File: src/rtl/port_request_stager.sv
// port_request_stager: three independent request FIFOs that hold each
// head entry until the memory_banks_cluster accepts it (freeze_inputs=0).
// Ports: clk, reset_n (sync, active-low), freeze_inputs, flush,
//   per port N=1..3: client side portN_req_{valid,ready,tag,addr,data,wen},
//   cluster side portN_{req_tag_in,addr,data_in,wen,valid}, portN_count.
// Optional: define PORT_REQUEST_STAGER_STATS_EN to add freeze_stall_cycles.
module port_request_stager #(
  parameter int DEPTH = 4,
  parameter int PTR_W = 2
) (
  input  logic             clk,
  input  logic             reset_n,
  input  logic             freeze_inputs,
  input  logic             flush,
  input  logic             port1_req_valid,
  output logic             port1_req_ready,
  input  logic [1:0]       port1_req_tag,
  input  logic [11:0]      port1_req_addr,
  input  logic [15:0]      port1_req_data,
  input  logic             port1_req_wen,
  output logic [1:0]       port1_req_tag_in,
  output logic [11:0]      port1_addr,
  output logic [15:0]      port1_data_in,
  output logic             port1_wen,
  output logic             port1_valid,
  output logic [PTR_W:0]   port1_count,
  input  logic             port2_req_valid,
  output logic             port2_req_ready,
  input  logic [1:0]       port2_req_tag,
  input  logic [11:0]      port2_req_addr,
  input  logic [15:0]      port2_req_data,
  input  logic             port2_req_wen,
  output logic [1:0]       port2_req_tag_in,
  output logic [11:0]      port2_addr,
  output logic [15:0]      port2_data_in,
  output logic             port2_wen,
  output logic             port2_valid,
  output logic [PTR_W:0]   port2_count,
  input  logic             port3_req_valid,
  output logic             port3_req_ready,
  input  logic [1:0]       port3_req_tag,
  input  logic [11:0]      port3_req_addr,
  input  logic [15:0]      port3_req_data,
  input  logic             port3_req_wen,
  output logic [1:0]       port3_req_tag_in,
  output logic [11:0]      port3_addr,
  output logic [15:0]      port3_data_in,
  output logic             port3_wen,
  output logic             port3_valid,
  output logic [PTR_W:0]   port3_count
`ifdef PORT_REQUEST_STAGER_STATS_EN
  ,
  output logic [15:0]      freeze_stall_cycles
`endif
);

  localparam logic [PTR_W:0] FULL_CNT = (PTR_W+1)'(DEPTH);

  // Entry layout: {tag[30:29], addr[28:17], data[16:1], wen[0]}
  logic [30:0]      mem_q [3][DEPTH];
  logic [PTR_W-1:0] wr_ptr_q [3];
  logic [PTR_W-1:0] wr_ptr_d [3];
  logic [PTR_W-1:0] rd_ptr_q [3];
  logic [PTR_W-1:0] rd_ptr_d [3];
  logic [PTR_W:0]   count_q [3];
  logic [PTR_W:0]   count_d [3];

  logic [2:0]  req_valid;
  logic [30:0] req_pkt [3];
  logic [2:0]  ready;
  logic [2:0]  valid;
  logic [2:0]  push;
  logic [2:0]  pop;
  logic [30:0] head [3];

  assign req_valid = {port3_req_valid, port2_req_valid, port1_req_valid};
  assign req_pkt[0] = {port1_req_tag, port1_req_addr,
                       port1_req_data, port1_req_wen};
  assign req_pkt[1] = {port2_req_tag, port2_req_addr,
                       port2_req_data, port2_req_wen};
  assign req_pkt[2] = {port3_req_tag, port3_req_addr,
                       port3_req_data, port3_req_wen};

  always_comb begin
    for (int p = 0; p < 3; p++) begin
      ready[p] = (count_q[p] != FULL_CNT);
      valid[p] = (count_q[p] != '0);
      push[p]  = req_valid[p] & ready[p];
      // The cluster captures the head in any non-frozen cycle.
      pop[p]   = valid[p] & ~freeze_inputs;
      head[p]  = valid[p] ? mem_q[p][rd_ptr_q[p]] : '0;
      wr_ptr_d[p] = wr_ptr_q[p];
      rd_ptr_d[p] = rd_ptr_q[p];
      count_d[p]  = count_q[p];
      if (flush) begin
        wr_ptr_d[p] = '0;
        rd_ptr_d[p] = '0;
        count_d[p]  = '0;
      end else begin
        if (push[p]) wr_ptr_d[p] = wr_ptr_q[p] + 1'b1;
        if (pop[p])  rd_ptr_d[p] = rd_ptr_q[p] + 1'b1;
        unique case ({push[p], pop[p]})
          2'b10:   count_d[p] = count_q[p] + 1'b1;
          2'b01:   count_d[p] = count_q[p] - 1'b1;
          default: count_d[p] = count_q[p];
        endcase
      end
    end
  end

  always_ff @(posedge clk) begin
    if (!reset_n) begin
      for (int p = 0; p < 3; p++) begin
        wr_ptr_q[p] <= '0;
        rd_ptr_q[p] <= '0;
        count_q[p]  <= '0;
      end
    end else begin
      for (int p = 0; p < 3; p++) begin
        wr_ptr_q[p] <= wr_ptr_d[p];
        rd_ptr_q[p] <= rd_ptr_d[p];
        count_q[p]  <= count_d[p];
      end
    end
  end

  // Storage is deliberately left without reset.
  always_ff @(posedge clk) begin
    for (int p = 0; p < 3; p++) begin
      if (push[p] && !flush) mem_q[p][wr_ptr_q[p]] <= req_pkt[p];
    end
  end

  assign port1_req_ready = ready[0];
  assign port2_req_ready = ready[1];
  assign port3_req_ready = ready[2];
  assign port1_valid = valid[0];
  assign port2_valid = valid[1];
  assign port3_valid = valid[2];
  assign port1_count = count_q[0];
  assign port2_count = count_q[1];
  assign port3_count = count_q[2];

  assign {port1_req_tag_in, port1_addr, port1_data_in, port1_wen} = head[0];
  assign {port2_req_tag_in, port2_addr, port2_data_in, port2_wen} = head[1];
  assign {port3_req_tag_in, port3_addr, port3_data_in, port3_wen} = head[2];

`ifdef PORT_REQUEST_STAGER_STATS_EN
  logic [15:0] stall_q;
  logic [15:0] stall_d;

  always_comb begin
    stall_d = stall_q;
    if (flush) begin
      stall_d = '0;
    end else if (freeze_inputs && (|valid) && (stall_q != 16'hFFFF)) begin
      stall_d = stall_q + 16'd1;
    end
  end

  always_ff @(posedge clk) begin
    if (!reset_n) stall_q <= '0;
    else          stall_q <= stall_d;
  end

  assign freeze_stall_cycles = stall_q;
`endif

endmodule

File: config.mk
export PLATFORM = sky130hd
export DESIGN_NAME = port_request_stager
export DESIGN_NICKNAME = d
export VERILOG_FILES = /design/src/rtl/port_request_stager.sv
export SDC_FILE = /design/constraint.sdc
export NUM_CORES = 1
export LEC_CHECK = 0
export CAP_MARGIN = 10
export CORE_MARGIN = 1.5
export CORE_UTILIZATION = 50
export CTS_CLUSTER_DIAMETER = 80
export CTS_CLUSTER_SIZE = 20
export DETAILED_ROUTE_END_ITERATION = 12
export PLACE_DENSITY_LB_ADDON = 0.3
export SLEW_MARGIN = 10
export SYNTH_ARGS = -nofsm -noshare
export SYNTH_HDL_FRONTEND = slang
export SYNTH_SLANG_ARGS = --single-unit
File: constraint.sdc
create_clock -name clk -period 5.2 [get_ports clk]
set_input_delay 1.04 -clock clk [delete_from_list [all_inputs] [get_ports clk]]
set_output_delay 1.04 -clock clk [all_outputs]
set_load 0.01 [all_outputs]
==> impl_results.md <==
- Run status: finished clean
- Cell area after synthesis: 0.01542 sq mm
- Critical Path Start Type: flop
- Slew headroom: 0.3192
- Detailed placement HPWL: 17.64 mm
- Min-Delay Path Class: flop to flop
- Final setup vio count: 0
- CTS HTree Levels: 1
- Reg area: 0.01160 sq mm
- Global-route wire length before repair: 44.14 mm
- CP Class: flop to primary output
- Setup crit end kind: primary output
- Instance count of the mapped netlist: 749
- Most common cell after layout, fill and taps aside: edfxtp_1
- Initial DRC Count: 492
- Port Buffers: 207
- Hold path cells: 2
- Drt pass-1 iters: 4
- Initial antenna violation count: 0
- Crit path cell chain: buf_4, mux4_2, nor2b_1, clkdlybuf4s50_1
- Worst-Margin Slew: 1021 ps
- PwrDens: 309.0 mW/mm^2
- Fillers: 2140
- Arr. time, crit path: 2970 ps
- Slowest-stage cell, CP: dfxtp_2
- Multi-input gate area: 0.003561 sq mm
- Core Rows: 64
- Share of layout cells above drive strength 1: 0.1617
- Hold buffer count at CTS: 0
- WHS: 531.6 ps
- Remaining Overflow, GRT: 0
- Synthesis Warnings: 0
- Routed len/inst: 20.79 um
- Critical Path RT: 4160 ps
- Worst-Skew Late Latency: 520 ps
- DR vias: 7507
- Lkg Pwr: 5.831 nW
- CTS root buffer: clkbuf_16
- Post-CTS Resized: 0
- Most frequent cells in the layout: edfxtp_1 (372), clkdlybuf4s50_1 (207), mux4_2 (93)
- DR vias/cell: 5.440
- Post-route DRC: 0
- Minimum clock period: 4012 ps
- GPL Wtd Cong: 0.7380
- RSZ-0062 raised after global routing: no
- Die height: 178.6 um
- Seq/Total Area, Yosys: 0.7518
- Post-Syn Area per Cell: 20.59 sq um
- MaxCap Viol Count: 0
- Max-slew violations: 0
- Max rail drop VDD: 0.2680 mV
- Clock Sinks: 393
- Vias in the first global route: 7648
- Final wirelength: 28.69 mm
- Layout overhead on the synthesized area: 20.88%
- Die area: 0.03190 sq mm
- Worst-case reg-to-reg path depth: 9
- Core area: 0.03051 sq mm
- Max FO, Critical Path: 28
- CP max stage delay: 980 ps
- Peak Freq: 249.3 MHz
- Setup bufs post-CTS: 0
- FF+latch count, synth: 393
- Setup crit start: rd_ptr_q[0][0]$_SDFFE_PP0N_
- DIE WIDTH: 178.6 um
- Tcrit/Tclk final: 0.7715
- Io pins: 208
- Max clock buf depth: 3
- Starting Density: 0.5054
- Final nets: 1085
- Largest net degree at the start of global routing: 38
- Hold wc startpoint: wr_ptr_q[0][2]$_SDFFE_PP0P_
- Antenna Violating Nets Remaining: 0
- Unique masters post-synth: 22
- Clk_skew: 12.04 ps
- Total CTS buffers: 23
- Setup TNS: 0 ps
- Tot GR Track Use: 0.1829
- CTS tree: done
- Fin. Hold Viols: 0
- Syn nets: 867
- Clock slew at reported path FFs: 90 ps
- Reg2Reg Launch Point: count_q[0][8]$_SDFFE_PP0P_
==> worst max-delay path: cells and delay by family, from the launching register on <==
family | cells | cell delay, ps
buffers and inverters | 2 | 800
DFF | 1 | 980
muxes | 1 | 500
and+or+nand+nor | 1 | 140
==> report_power, final <==
group	total (mW)	internal, mW	switching, mW
clock network	1.78	0.840	0.935
logic	0.448	0.246	0.202
registers	3.54	3.51	0.0223
==> registers in the layout, summed over array words and instances (netlist names) <==
register	count
mem_q	372
count_q	9
rd_ptr_q	6
wr_ptr_q	6
==> cells by family (layout without fill, tap and decap cells) <==
logic type | Yosys count | count (layout) | synth area share
compound gates | 33 | 33 | 0.01071
xor+xnor | 6 | 6 | 0.003408
fa+ha+maj | 18 | 18 | 0.01607
buf+inv | 61 | 295 | 0.02240
flops | 393 | 393 | 0.7518
mux | 93 | 93 | 0.1358
other cells | 0 | 1 | 0
simple gates | 145 | 145 | 0.05981
==> per-stage QoR <==
step	instance area (sq um)	worst slack [ps]	instances	utilization	total power, mW
floorplan	15420	1167	749	-	3.802
global placement	17990	1689	1338	0.5896	4.053
detailed placement	17990	1678	1338	0.5896	4.061
CTS	18640	1072	1379	0.6108	5.822
global route	18640	960.5	1379	0.6108	5.964
finish	18640	1188	1380	0.6109	5.759
==> final timing paths <==
| kind | to | slack (ps) |
|---|---|---|
| worst max-delay path | port1_data_in[1] | 1190 |
| worst max register to register | count_q[0][8]$_SDFFE_PP0P_ | 2650 |
| worst min-delay path | wr_ptr_q[0][2]$_SDFFE_PP0P_ | 530 |
| worst min register to register | wr_ptr_q[0][2]$_SDFFE_PP0P_ | 530 |
==> synthesized netlist by cell type, drive strengths merged <==
master,count,area (sq um)
a21oi,18,90.09
and2b,24,180.2
buf,25,200.2
clkbuf,10,37.54
dfxtp,21,420.4
dlygate4sd1,2,17.52
edfxtp,372,11170
fa,3,60.06
ha,15,187.7
inv,24,90.09
mux4,93,2095
nand2,3,11.26
nand2b,4,25.02
nand3,6,30.03
nor2,12,45.04
nor2b,69,431.7
nor3,3,30.03
nor3b,15,112.6
o21ai,15,75.07
or3,9,56.30
xor2,6,52.55
==> metal layers <==
| metal | GRT usage | share of wire |
|---|---|---|
| met4 | 0.02986 | 0.013 |
| met1 | 0.2539 | 0.42 |
| met3 | 0.04689 | 0.073 |
| met5 | 0 | 0 |
| met2 | 0.2993 | 0.50 |
==> cell type report <==
class	instances	area share
timing repair buffer	230	0.1204
antenna	1	0.0001343
sequential	393	0.6222
clock buffer	40	0.03430
tap	396	0.02658
clock inverter	1	0.0004699
inverter	24	0.004834
multi-input combinational	295	0.1911
No activity file was read; power rests on OpenSTA's default activity.
